### config.mk
export PLATFORM = sky130hd
export DESIGN_NAME = fb_pixel_writer_flat
export DESIGN_NICKNAME = d
export VERILOG_FILES = /design/src/rtl/fb_pkg.sv /design/src/rtl/fb_pixel_writer_if.sv /design/src/rtl/fb_xy_counter.sv /design/src/rtl/fb_pixel_writer.sv /design/src/flat_wrapper.sv
export SDC_FILE = /design/constraint.sdc
export NUM_CORES = 1
export LEC_CHECK = 0
export ABC_AREA = 1
export CAP_MARGIN = 20
export CORE_AREA = 2 2 85 107
export DETAILED_ROUTE_END_ITERATION = 7
export DIE_AREA = 0 0 87 109
export PLACE_DENSITY = 0.75
export RECOVER_POWER = 50
export SYNTH_ARGS = -nofsm -noshare
export SYNTH_HDL_FRONTEND = slang
export SYNTH_SLANG_ARGS = --single-unit
### constraint.sdc
create_clock -name clk -period 4.3 [get_ports clk]
set_input_delay 1.29 -clock clk [delete_from_list [all_inputs] [get_ports clk]]
set_output_delay 1.29 -clock clk [all_outputs]
set_load 0.1 [all_outputs]
### src/rtl/fb_pkg.sv
// Shared frame-buffer geometry and writer state encoding.
package fb_pkg;

  localparam int H_ACTIVE = 640;
  localparam int V_ACTIVE = 480;
  localparam int FB_DEPTH = H_ACTIVE * V_ACTIVE;
  localparam int ADDR_W   = 19;
  localparam int PIX_W    = 24;

  typedef enum logic [1:0] {
    WAIT_SOF = 2'd0,
    RECV     = 2'd1,
    WRITE    = 2'd2
  } fb_state_e;

endpackage

### src/rtl/fb_pixel_writer_if.sv
// Byte stream in, frame-memory write port out.
interface fb_pixel_writer_if #(
  parameter int ADDR_W = fb_pkg::ADDR_W,
  parameter int PIX_W  = fb_pkg::PIX_W
);

  logic [7:0]        s_data;
  logic              s_valid;
  logic              s_sof;
  logic              s_ready;
  logic [ADDR_W-1:0] wr_addr;
  logic [PIX_W-1:0]  wr_data;
  logic              wr_en;
  logic              wr_ack;

  // Host byte source and frame memory side
  modport master (
    output s_data, s_valid, s_sof, wr_ack,
    input  s_ready, wr_addr, wr_data, wr_en
  );

  // Pixel writer side
  modport slave (
    input  s_data, s_valid, s_sof, wr_ack,
    output s_ready, wr_addr, wr_data, wr_en
  );

endinterface

### src/rtl/fb_xy_counter.sv
// Raster x/y position counter for the frame writer.
module fb_xy_counter #(
  parameter int H_ACTIVE = fb_pkg::H_ACTIVE,
  parameter int V_ACTIVE = fb_pkg::V_ACTIVE,
  localparam int X_W = $clog2(H_ACTIVE),
  localparam int Y_W = $clog2(V_ACTIVE)
) (
  input  logic           clk,
  input  logic           rst,
  input  logic           clear,
  input  logic           advance,
  output logic [X_W-1:0] x,
  output logic [Y_W-1:0] y,
  output logic           last_pixel
);

  logic [X_W-1:0] x_q, x_d;
  logic [Y_W-1:0] y_q, y_d;
  logic           x_last;
  logic           y_last;

  // End-of-line / end-of-frame decode
  always_comb begin
    x_last     = (x_q == X_W'(H_ACTIVE - 1));
    y_last     = (y_q == Y_W'(V_ACTIVE - 1));
    last_pixel = x_last && y_last;
    x          = x_q;
    y          = y_q;
  end

  // Next position: clear wins over advance; x wraps into the next line
  always_comb begin
    x_d = x_q;
    y_d = y_q;
    if (clear) begin
      x_d = '0;
      y_d = '0;
    end else if (advance) begin
      if (x_last) begin
        x_d = '0;
        y_d = y_last ? '0 : y_q + 1'b1;
      end else begin
        x_d = x_q + 1'b1;
      end
    end
  end

  // Position registers
  always_ff @(posedge clk or posedge rst) begin
    if (rst) begin
      x_q <= '0;
      y_q <= '0;
    end else begin
      x_q <= x_d;
      y_q <= y_d;
    end
  end

endmodule

### src/rtl/fb_pixel_writer.sv
// Assembles R,G,B bytes into pixels and writes them linearly into frame memory.
module fb_pixel_writer
  import fb_pkg::*;
#(
  parameter int H_ACTIVE = fb_pkg::H_ACTIVE,
  parameter int V_ACTIVE = fb_pkg::V_ACTIVE,
  parameter int ADDR_W   = fb_pkg::ADDR_W,
  parameter int PIX_W    = fb_pkg::PIX_W
) (
  input  logic               clk,
  input  logic               rst,
  fb_pixel_writer_if.slave   bus,
  output logic               frame_done,
  output logic               sync_err,
  output logic               busy
);

  localparam int X_W = $clog2(H_ACTIVE);
  localparam int Y_W = $clog2(V_ACTIVE);

  fb_state_e        state_q, state_d;
  logic [1:0]       idx_q, idx_d;
  logic [7:0]       r_q, r_d;
  logic [7:0]       g_q, g_d;
  logic [PIX_W-1:0] wr_data_q, wr_data_d;
  logic             frame_done_q, frame_done_d;
  logic             sync_err_q, sync_err_d;
  logic             busy_q, busy_d;

  logic             cnt_clear;
  logic             cnt_advance;
  logic [X_W-1:0]   x;
  logic [Y_W-1:0]   y;
  logic             last_pixel;
  logic             ready;
  logic             accept;

  fb_xy_counter #(
    .H_ACTIVE (H_ACTIVE),
    .V_ACTIVE (V_ACTIVE)
  ) u_xy (
    .clk        (clk),
    .rst        (rst),
    .clear      (cnt_clear),
    .advance    (cnt_advance),
    .x          (x),
    .y          (y),
    .last_pixel (last_pixel)
  );

  // Outputs: ready decodes registered state only; address from registered x/y
  always_comb begin
    ready       = (state_q != WRITE);
    accept      = bus.s_valid && ready;
    bus.s_ready = ready && !rst;
    bus.wr_en   = (state_q == WRITE);
    bus.wr_data = wr_data_q;
    bus.wr_addr = ADDR_W'(y) * ADDR_W'(H_ACTIVE) + ADDR_W'(x);
    frame_done  = frame_done_q;
    sync_err    = sync_err_q;
    busy        = busy_q;
  end

  // Byte assembly and write-handshake state machine
  always_comb begin
    state_d      = state_q;
    idx_d        = idx_q;
    r_d          = r_q;
    g_d          = g_q;
    wr_data_d    = wr_data_q;
    frame_done_d = 1'b0;
    sync_err_d   = 1'b0;
    busy_d       = busy_q;
    cnt_clear    = 1'b0;
    cnt_advance  = 1'b0;
    unique case (state_q)
      WAIT_SOF: begin
        if (accept && bus.s_sof) begin
          r_d       = bus.s_data;
          idx_d     = 2'd1;
          cnt_clear = 1'b1;
          busy_d    = 1'b1;
          state_d   = RECV;
        end
      end
      RECV: begin
        if (accept) begin
          if (bus.s_sof) begin
            // Resync: partial pixel dropped, this byte restarts pixel (0,0)
            sync_err_d = 1'b1;
            r_d        = bus.s_data;
            idx_d      = 2'd1;
            cnt_clear  = 1'b1;
          end else begin
            unique case (idx_q)
              2'd0: begin
                r_d   = bus.s_data;
                idx_d = 2'd1;
              end
              2'd1: begin
                g_d   = bus.s_data;
                idx_d = 2'd2;
              end
              default: begin
                wr_data_d = PIX_W'({r_q, g_q, bus.s_data});
                idx_d     = 2'd0;
                state_d   = WRITE;
              end
            endcase
          end
        end
      end
      WRITE: begin
        if (bus.wr_ack) begin
          if (last_pixel) begin
            frame_done_d = 1'b1;
            busy_d       = 1'b0;
            cnt_clear    = 1'b1;
            state_d      = WAIT_SOF;
          end else begin
            cnt_advance = 1'b1;
            state_d     = RECV;
          end
        end
      end
      default: state_d = WAIT_SOF;
    endcase
  end

  // State and datapath registers
  always_ff @(posedge clk or posedge rst) begin
    if (rst) begin
      state_q      <= WAIT_SOF;
      idx_q        <= '0;
      r_q          <= '0;
      g_q          <= '0;
      wr_data_q    <= '0;
      frame_done_q <= 1'b0;
      sync_err_q   <= 1'b0;
      busy_q       <= 1'b0;
    end else begin
      state_q      <= state_d;
      idx_q        <= idx_d;
      r_q          <= r_d;
      g_q          <= g_d;
      wr_data_q    <= wr_data_d;
      frame_done_q <= frame_done_d;
      sync_err_q   <= sync_err_d;
      busy_q       <= busy_d;
    end
  end

endmodule
### src/flat_wrapper.sv
// flat-port wrapper written by rule: the top's interface ports become plain ports
module fb_pixel_writer_flat import fb_pkg::*;
#(
  parameter int H_ACTIVE = fb_pkg::H_ACTIVE,
  parameter int V_ACTIVE = fb_pkg::V_ACTIVE,
  parameter int ADDR_W   = fb_pkg::ADDR_W,
  parameter int PIX_W    = fb_pkg::PIX_W
)
  (clk, rst, frame_done, sync_err, busy, bus_s_data, bus_s_valid, bus_s_sof, bus_wr_ack, bus_s_ready, bus_wr_addr, bus_wr_data, bus_wr_en);
  fb_pixel_writer_if #(.ADDR_W(ADDR_W), .PIX_W(PIX_W)) bus_i ();
  input  logic clk;
  input  logic rst;
  output logic frame_done;
  output logic sync_err;
  output logic busy;
  input wire logic [$bits(bus_i.s_data)-1:0] bus_s_data;
  input wire logic [$bits(bus_i.s_valid)-1:0] bus_s_valid;
  input wire logic [$bits(bus_i.s_sof)-1:0] bus_s_sof;
  input wire logic [$bits(bus_i.wr_ack)-1:0] bus_wr_ack;
  output wire logic [$bits(bus_i.s_ready)-1:0] bus_s_ready;
  output wire logic [$bits(bus_i.wr_addr)-1:0] bus_wr_addr;
  output wire logic [$bits(bus_i.wr_data)-1:0] bus_wr_data;
  output wire logic [$bits(bus_i.wr_en)-1:0] bus_wr_en;
  assign bus_i.s_data = bus_s_data;
  assign bus_i.s_valid = bus_s_valid;
  assign bus_i.s_sof = bus_s_sof;
  assign bus_i.wr_ack = bus_wr_ack;
  assign bus_s_ready = bus_i.s_ready;
  assign bus_wr_addr = bus_i.wr_addr;
  assign bus_wr_data = bus_i.wr_data;
  assign bus_wr_en = bus_i.wr_en;
  fb_pixel_writer #(.H_ACTIVE(H_ACTIVE), .V_ACTIVE(V_ACTIVE), .ADDR_W(ADDR_W), .PIX_W(PIX_W)) u_core (.clk(clk), .rst(rst), .bus(bus_i), .frame_done(frame_done), .sync_err(sync_err), .busy(busy));
endmodule
==> results.md, run 1 <==
• **transition time at the pin with the least slew margin** 1700 ps
• **unrepaired setup endpoints after global routing** no
• **final estimated routing congestion in global placement** 0.824
• **leftover overflow at the end of global routing** 0
• **WP data arrival** 2830 ps
• **category of the most critical setup path** reg2out
• **Leakage** 2.43 nW
• **Mapped Cells** 471
• **fin crit share** 95.8%
• **die height** 109 um
• **largest fanout on the critical path** 5
• **area of the placeable core** 8510 sq um
• **maximum vdd ir drop** 0.685 mV
• **CTS Sinks** 66
• **top-level I/O count** 61
• **Clk Latency, worst-skew pair** 330 ps
• **number of iterations in the first detailed-routing pass** 4
• **shortest period the worst path allows** 4120 ps
• **Power Density** 665 nW/um^2
• **share of cells above drive strength 1** 10.9%
• **final-report max-slew violation count** 48
• **post-detailed-routing wire length** 8150 um
• **Max stage delay cell, worst path** sky130_fd_sc_hd__dfrtp_2
• **clock buffer depth** 2
• **average cell area after synthesis** 7.92 sq um
• **count of routing violations after the opening detailed-route iteration** 152
• **antenna violations before repair** 0
• **Worst path top cell family by delay** adder cells
• **Inserted Diodes** 0
• **area overhead of the layout relative to synthesis** 25.1%
• **count of input and output buffers** 60
• **Critical Path Source Type** flop
• **CP bufs+invs** 4
• **path category of the worst min-delay check** reg2reg
• **Clock transition at path regs** 80 ps
• **final number of setup-violating endpoints** 0
• **leading cell types in the layout, fill and taps excluded** sky130_fd_sc_hd__nand2_1, sky130_fd_sc_hd__dfrtp_1, sky130_fd_sc_hd__inv_1
• **most common cell after layout, fill and taps aside** sky130_fd_sc_hd__nand2_1
• **type of element capturing the critical path** output pin
• **maximum operating frequency** 243 MHz
• **Worst Hold Launch** u_core.r_q[6]$_DFFE_PP0P_
• **share of synthesized area occupied by flip-flops and latches** 44.3%
• **count of different cell masters after synthesis** 33
• **Worst Skew** 10.1 ps
• **die area** 9480 sq um
• **starting density of the core** 43.9%
• **WL per Instance** 12.7 um
• **overall power after layout** 3.11 mW
• **startpoint of the most critical register-to-register path** u_core.state_q[1]$_DFFE_PP0P_
• **cell occurring most often along the worst timing path** sky130_fd_sc_hd__ha_1
• **via-per-instance ratio** 5.05
• **H-Tree Level Count** 3
• **Worst path max stage delay** 440 ps
• **post-synthesis net count** 505
• **CTS tree** done
• **Ys Warns** 0
• **number of vias in the routed layout** 3,226
• **Chip Width** 87 um
• **CTS root buffer** sky130_fd_sc_hd__clkbuf_8
• **required time at the endpoint of the critical path** 3010 ps
• **violations in the final reports** max-capacitance violations, max-slew violations
• **total of flip-flops plus latches after synthesis** 66
• **number of global-route vias before repair** 3,231
• **remaining antenna violation count after routing** 0
• **global routing usage summed across all routing layers** 18.8%
• **hold bufs inserted after CTS** 0
• **drc violations** 0
• **CTS buffer count** 9
• **number of placement rows** 38
• **Max-Cap Viols** 1
• **outcome** complete, but fails checks
• **final layout net count** 568
• **cells traversed along the worst timing path** ha_1, ha_1, inv_1, fa_2, inv_2, nand2_1, nor2_2, nand2_2, nor2_4, buf_4, xor2_2, buf_12
• **final HPWL from detailed placement** 6040 um
• **largest net degree at the start of global routing** 48
• **worst max-slew margin expressed relative to the limit** -13.2%
• **total negative slack for setup checks** 0 ps
• **synthesized cell area** 3730 sq um
• **wire length of the first global-routing pass** 14,200 um
• **startpoint of the most critical setup path** u_core.u_xy.y[3]$_DFFE_PP0P_
• **endpoints failing hold** 0
-- power by group --
group	leakage [nW]	internal (mW)	switching, mW
sequential	0.855	0.837	0.147
clock	0.0954	0.266	0.239
combinational	1.48	0.340	1.28
-- flip-flops by register name, summed over array words and instances (netlist names), 2 cells and up --
name,cells
u_core.bus.wr_data,24
u_core.g_q,8
u_core.idx_q,2
u_core.r_q,8
u_core.state_q,2
u_core.u_xy.x,10
u_core.u_xy.y,9
-- kinds of logic (layout without fill, tap and decap cells) --
| logic type | Yosys count | in the layout | synth area share (%) |
|---|---|---|---|
| simple gates | 247 | 247 | 29.4 |
| fa+ha+maj | 21 | 21 | 7.44 |
| compound gates | 44 | 44 | 6.07 |
| flops | 66 | 66 | 44.3 |
| buf+inv | 77 | 145 | 9.12 |
| xor+xnor | 16 | 16 | 3.75 |
-- metal layers --
metal	routed length [um]	vias to the layer above	track usage, %	share of wire (%)
met5	0	-	0	0
met4	157	0	7.92	1.9
met2	4160	95	32.8	51
met1	3350	1510	21.3	41
li1	-	1604	-	-
met3	480	17	5.22	5.9
-- area by class of cell --
class,instances,area (sq um)
Fill cell,773,3840
Multi-Input combinational cell,328,1770
Sequential cell,66,1650
Timing Repair Buffer,67,697
Inverter,62,233
Tap cell,100,125
Clock buffer,9,124
Clock inverter,7,68.8
-- synth_stat cells --
library cell / number / area share (%)
sky130_fd_sc_hd__nand3b_1: 1 / 0.20
sky130_fd_sc_hd__nor2_1: 30 / 3.0
sky130_fd_sc_hd__buf_6: 3 / 0.91
sky130_fd_sc_hd__inv_2: 4 / 0.40
sky130_fd_sc_hd__nor2_2: 2 / 0.34
sky130_fd_sc_hd__inv_1: 58 / 5.8
sky130_fd_sc_hd__a31oi_1: 1 / 0.17
sky130_fd_sc_hd__o21ai_1: 4 / 0.54
sky130_fd_sc_hd__xor2_1: 14 / 3.3
sky130_fd_sc_hd__buf_2: 1 / 0.13
sky130_fd_sc_hd__buf_4: 7 / 1.4
sky130_fd_sc_hd__o21ai_0: 31 / 4.2
sky130_fd_sc_hd__a21oi_1: 6 / 0.80
sky130_fd_sc_hd__nand2_4: 1 / 0.30
sky130_fd_sc_hd__nand4_2: 1 / 0.34
sky130_fd_sc_hd__nand4_1: 10 / 1.7
sky130_fd_sc_hd__nand3_1: 30 / 4.0
sky130_fd_sc_hd__xnor2_1: 2 / 0.47
sky130_fd_sc_hd__ha_1: 19 / 6.4
sky130_fd_sc_hd__nand3_2: 3 / 0.80
sky130_fd_sc_hd__dfrtp_1: 66 / 44
sky130_fd_sc_hd__a22oi_1: 1 / 0.20
sky130_fd_sc_hd__o31ai_1: 1 / 0.20
sky130_fd_sc_hd__nand2_2: 2 / 0.34
sky130_fd_sc_hd__nand2_1: 159 / 16
sky130_fd_sc_hd__nor3b_1: 1 / 0.20
sky130_fd_sc_hd__fa_1: 2 / 1.1
sky130_fd_sc_hd__nor3_1: 2 / 0.27
sky130_fd_sc_hd__clkbuf_1: 3 / 0.30
sky130_fd_sc_hd__nand3b_4: 1 / 0.54
sky130_fd_sc_hd__nor3_4: 1 / 0.44
sky130_fd_sc_hd__nor2_4: 3 / 0.91
sky130_fd_sc_hd__clkbuf_2: 1 / 0.13
-- path summary, 6_finish.rpt --
| path | slack (ps) | end | cells after the start |
|---|---|---|---|
| worst max register to register | 1900 | u_core.u_xy.x[9]$_DFFE_PP0P_ | 6 |
| worst min-delay path | 470 | u_core.bus.wr_data[22]$_DFFE_PP0P_ | 2 |
| worst max-delay path | 180 | bus_wr_addr[15] | 12 |
| worst min register to register | 470 | u_core.bus.wr_data[22]$_DFFE_PP0P_ | 2 |
| min in group asynchronous | 1960 | u_core.bus.wr_data[0]$_DFFE_PP0P_ | 2 |
| max in group asynchronous | 890 | u_core.u_xy.y[1]$_DFFE_PP0P_ | 3 |
-- worst min-delay path: cells and delay by family (launching register included) --
kind | cells | cell delay, ps
DFF | 1 | 340
and+or+nand+nor | 2 | 100
-- stage by stage --
step           utilization (%)  instance area, sq um  instances  setup WS (ps)  hold WS [ps]
2_1_floorplan                -                  3750        471           59.6           450
5_1_grt                   54.9                  4670        639          0.822           499
3_3_place_gp              52.2                  4440        618            361           457
6_report                  54.9                  4670        639            181           472
4_1_cts                   54.6                  4650        634           8.63           481
3_5_place_dp              52.2                  4440        618            248           462
-- timing repair --
action                                  4_1_cts  5_1_grt
pin swaps                                     0        3
gates resized for setup                       2        9
endpoints found under the setup margin        2        4
buffers inserted                              0        5
Note: power is estimated with default switching activity, not from simulation.
==> inputs of run 2 (changes only) <==
--- a/config.mk
+++ b/config.mk
@@ -5,11 +5,10 @@
 export SDC_FILE = /design/constraint.sdc
 export NUM_CORES = 1
 export LEC_CHECK = 0
-export ABC_AREA = 1
 export CAP_MARGIN = 20
-export CORE_AREA = 2 2 85 107
+export CORE_AREA = 2 2 84 106
 export DETAILED_ROUTE_END_ITERATION = 7
-export DIE_AREA = 0 0 87 109
+export DIE_AREA = 0 0 86 108
 export PLACE_DENSITY = 0.75
 export RECOVER_POWER = 50
 export SYNTH_ARGS = -nofsm -noshare
==> run 2 against run 1 <==
Effect of this change:
- clock power fell by 10%
- hold slack improved by 34 ps
- sequential power fell by 3.6%
- wire length fell by 9.1%
- first-iteration DRC count fell by 31%
- clock skew fell by 2.6 ps
- the flow still finishes with violations (max-capacitance violations, max-slew violations)
- largest power group unchanged
- count of clock-buffer cells in the layout rose by 4
- non-clock buffer count rose by 5
- area after synthesis fell by 2.3%
- final area rose by 1.1%
==> results.md, run 2 <==
• **fraction of synthesized cell area taken by the top area cell type** 45.3%, +1.0 points
• **Power Density** 666 nW/um^2, +0.15%
• **WL per Instance** 15.1 um, +18%
• **post-synthesis cell type with the largest combined area** sky130_fd_sc_hd__dfrtp_1
• **hold bufs inserted after CTS** 0, unchanged
• **most common library cells after synthesis** sky130_fd_sc_hd__dfrtp_1, sky130_fd_sc_hd__mux2_2, sky130_fd_sc_hd__nor2_1, sky130_fd_sc_hd__ha_1, sky130_fd_sc_hd__nand2_1
• **Mapped Cells** 322, -32%
• **average cell area after synthesis** 11.3 sq um, +43%
• **starting density of the core** 44.5%, +0.66 points
• **top cells by area, synth** sky130_fd_sc_hd__dfrtp_1, sky130_fd_sc_hd__mux2_2, sky130_fd_sc_hd__ha_1
• **worst max-slew margin expressed relative to the limit** -25.4%, -12 points
• **share of cells above drive strength 1** 29.5%, +19 points
• **placed instance area** 4380 sq um, -1.4%
• **CTS Sinks** 66, unchanged
• **CP bufs+invs** 2, -2
• **largest fanout on the critical path** 5, unchanged
• **CTS root buffer** sky130_fd_sc_hd__clkbuf_8
• **unrepaired setup endpoints after global routing** yes
• **startpoint of the most critical register-to-register path** u_core.state_q[1]$_DFFE_PP0P_
• **leftover overflow at the end of global routing** 0, unchanged
• **Critical Path Source Type** flop
• **Clk Latency, worst-skew pair** 340 ps, about the same
• **post-synthesis net count** 356, -30%
• **violations in the final reports** max-capacitance violations, max-slew violations
• **share of the core filled with cells** 57.6%, +2.7 points
• **total of flip-flops plus latches after synthesis** 66, unchanged
• **post-synthesis async set-or-reset flop share** 100%, unchanged
• **Worst Hold Launch** u_core.r_q[3]$_DFFE_PP0P_
• **count of routing violations after the opening detailed-route iteration** 105, -31%
• **transition time at the pin with the least slew margin** 1880 ps, +185 ps
• **most instantiated library cell after synthesis** sky130_fd_sc_hd__dfrtp_1
• **number of placement rows** 37, -2.6%
• **via-per-instance ratio** 5.30, +5.0%
• **global routing usage summed across all routing layers** 17.1%, -1.7 points
• **top-level I/O count** 61, unchanged
• **synthesized cell area** 3650 sq um, -2.3%
• **path category of the worst min-delay check** reg2reg
• **cell occurring most often along the worst timing path** sky130_fd_sc_hd__ha_4
• **final-report max-slew violation count** 37, -23%
• **final design instance area without fill** 4720 sq um, +1.1%
• **shortest period the worst path allows** 4240 ps, +120 ps
• **cells traversed along the worst timing path** ha_4, ha_4, inv_2, fa_2, nand2b_4, a21boi_4, or2_4, o2111ai_4, or2_1, xor2_2, buf_12
• **most common cell after layout, fill and taps aside** sky130_fd_sc_hd__dfrtp_1
• **Chip Width** 86 um, -1.1%
• **M3 GR Usage** 6.72%, +1.5 points
• **met1 Resource Use GR** 19.6%, -1.7 points
• **share of synthesized area occupied by flip-flops and latches** 45.3%, +1.0 points
• **M2 GR Usage** 28.6%, -4.2 points
• **leading register cell type out of synthesis** sky130_fd_sc_hd__dfrtp_1
• **Worst Skew** 7.56 ps, -2.59 ps
• **final estimated routing congestion in global placement** 0.798, -3.2%
• **WHS** 506 ps, +34.2 ps
• **maximum vdd ir drop** 0.611 mV, -11%
• **Worst path top cell family by delay** adder cells
• **clock buffer depth** 2, unchanged
• **Max-Cap Viols** 1, unchanged
• **largest net degree at the start of global routing** 51, +6.3%
• **antenna violations before repair** 1, +1
• **CTS tree** done
• **H-Tree Level Count** 3, unchanged
• **max reg flops** 24, unchanged
• **Clock transition at path regs** 70 ps, about the same
• **total negative slack for setup checks** 0 ps, unchanged
• **Leakage** 2.08 nW, -14%
• **die height** 108 um, -0.92%
• **number of vias in the routed layout** 2,602, -19%
• **endpoints failing hold** 0, unchanged
• **setup slack at placement** 93.1 ps, -154 ps
• **leading cell types in the layout, fill and taps excluded** sky130_fd_sc_hd__dfrtp_1, sky130_fd_sc_hd__clkdlybuf4s50_1, sky130_fd_sc_hd__mux2_2
• **category of the most critical setup path** reg2out
• **CTS buffer count** 9, unchanged
• **Max stage delay cell, worst path** sky130_fd_sc_hd__dfrtp_2
• **number of iterations in the first detailed-routing pass** 4, unchanged
• **outcome** complete, but fails checks
• **area taken by flip-flops and latches** 1660 sq um, +0.15%
• **area overhead of the layout relative to synthesis** 29.4%
• **final number of setup-violating endpoints** 0, unchanged
• **drc violations** 0, unchanged
• **area of the placeable core** 8190 sq um, -3.7%
• **post-detailed-routing wire length** 7410 um, -9.1%
• **multi-input combinational cell area** 1970 sq um, +11%
• **fin crit share** 98.6%, +2.8 points
• **busiest layer in global routing** met2
• **die area** 9290 sq um, -2.1%
• **number of global-route vias before repair** 2,679, -17%
• **final HPWL from detailed placement** 5430 um, -10%
• **Ys Warns** 0, unchanged
• **startpoint of the most critical setup path** u_core.u_xy.y[1]$_DFFE_PP0P_
• **count of input and output buffers** 60, unchanged
• **WP data arrival** 2950 ps, +120 ps
• **Worst path max stage delay** 430 ps, about the same
• **count of different cell masters after synthesis** 59, +79%
• **wire length of the first global-routing pass** 12,400 um, -12%
• **Filler cells** 664, -14%
• **slack of the critical path** 61.0 ps, -120 ps
• **final layout net count** 423, -26%
• **required time at the endpoint of the critical path** 3010 ps, about the same
• **maximum operating frequency** 236 MHz, -2.8%
• **type of element capturing the critical path** output pin
• **EDFF count, synth** 0, unchanged
• **remaining antenna violation count after routing** 0, unchanged
[run 2: stage by stage]
step / total power [mW] / instances
floorplan: 2.28 / 322
global placement: 2.63 / 468
detailed placement: 2.66 / 468
CTS: 3.15 / 487
global route: 3.29 / 491
finish: 3.14 / 491
[run 2: layout make-up]
| type | instances | area share (%) |
|---|---|---|
| sequential | 66 | 35.1 |
| inverter | 16 | 1.27 |
| antenna | 1 | 0.0530 |
| clock buffer | 13 | 3.37 |
| timing repair buffer | 72 | 15.6 |
| multi-input combinational | 224 | 41.7 |
| tap | 97 | 2.57 |
| clock inverter | 2 | 0.265 |
[run 2: per-layer routing]
metal | share of wire (%) | wire length (um)
met1 | 41 | 3040
met2 | 51 | 3740
met3 | 6.7 | 497
met4 | 1.7 | 123
met5 | 0 | 0
[run 2: worst register-to-register path, stage by stage (launching register included)]
cell and delay, ps:
sky130_fd_sc_hd__dfrtp_1 440, sky130_fd_sc_hd__nor2b_1 350, sky130_fd_sc_hd__and2_0 370, sky130_fd_sc_hd__a21o_1 120, sky130_fd_sc_hd__clkbuf_1 670, sky130_fd_sc_hd__nand4_1 230
sky130_fd_sc_hd__xor2_1 190, sky130_fd_sc_hd__nor2_1 90
[run 2: worst paths after layout]
path | end | slack, ps | cells after the start
max reg2reg | u_core.u_xy.y[6]$_DFFE_PP0P_ | 1780 | 7
max in group asynchronous | u_core.u_xy.y[3]$_DFFE_PP0P_ | 640 | 4
min in group asynchronous | u_core.u_xy.x[9]$_DFFE_PP0P_ | 1480 | 2
max | bus_wr_addr[16] | 60 | 11
min | u_core.bus.wr_data[19]$_DFFE_PP0P_ | 510 | 1
min reg2reg | u_core.bus.wr_data[19]$_DFFE_PP0P_ | 510 | 1
[run 2: cell families after synthesis]
group                      after synthesis  synth area share, %
AOI/OAI and AO/OA                       49                 10.1
xor gates and xnor gates                22                 5.66
adders and majority gates               21                 7.62
buffers and inverters                   32                 4.97
DFF                                     66                 45.3
muxes                                   41                 12.6
and+or+nand+nor                         91                 13.8
[run 2: timing repair]
| action | CTS | global route |
|---|---|---|
| setup buffers | 4 | 2 |
| pin swaps | 4 | 9 |
| resized for setup | 12 | 18 |
| gates cloned | 0 | 0 |
| setup endpoints to repair | 4 | 5 |
[run 2: report_power, final]
part	internal [mW]	switching, mW
Sequential	0.821	0.127
Combinational	0.480	1.26
Clock	0.237	0.218
Total	1.54	1.61
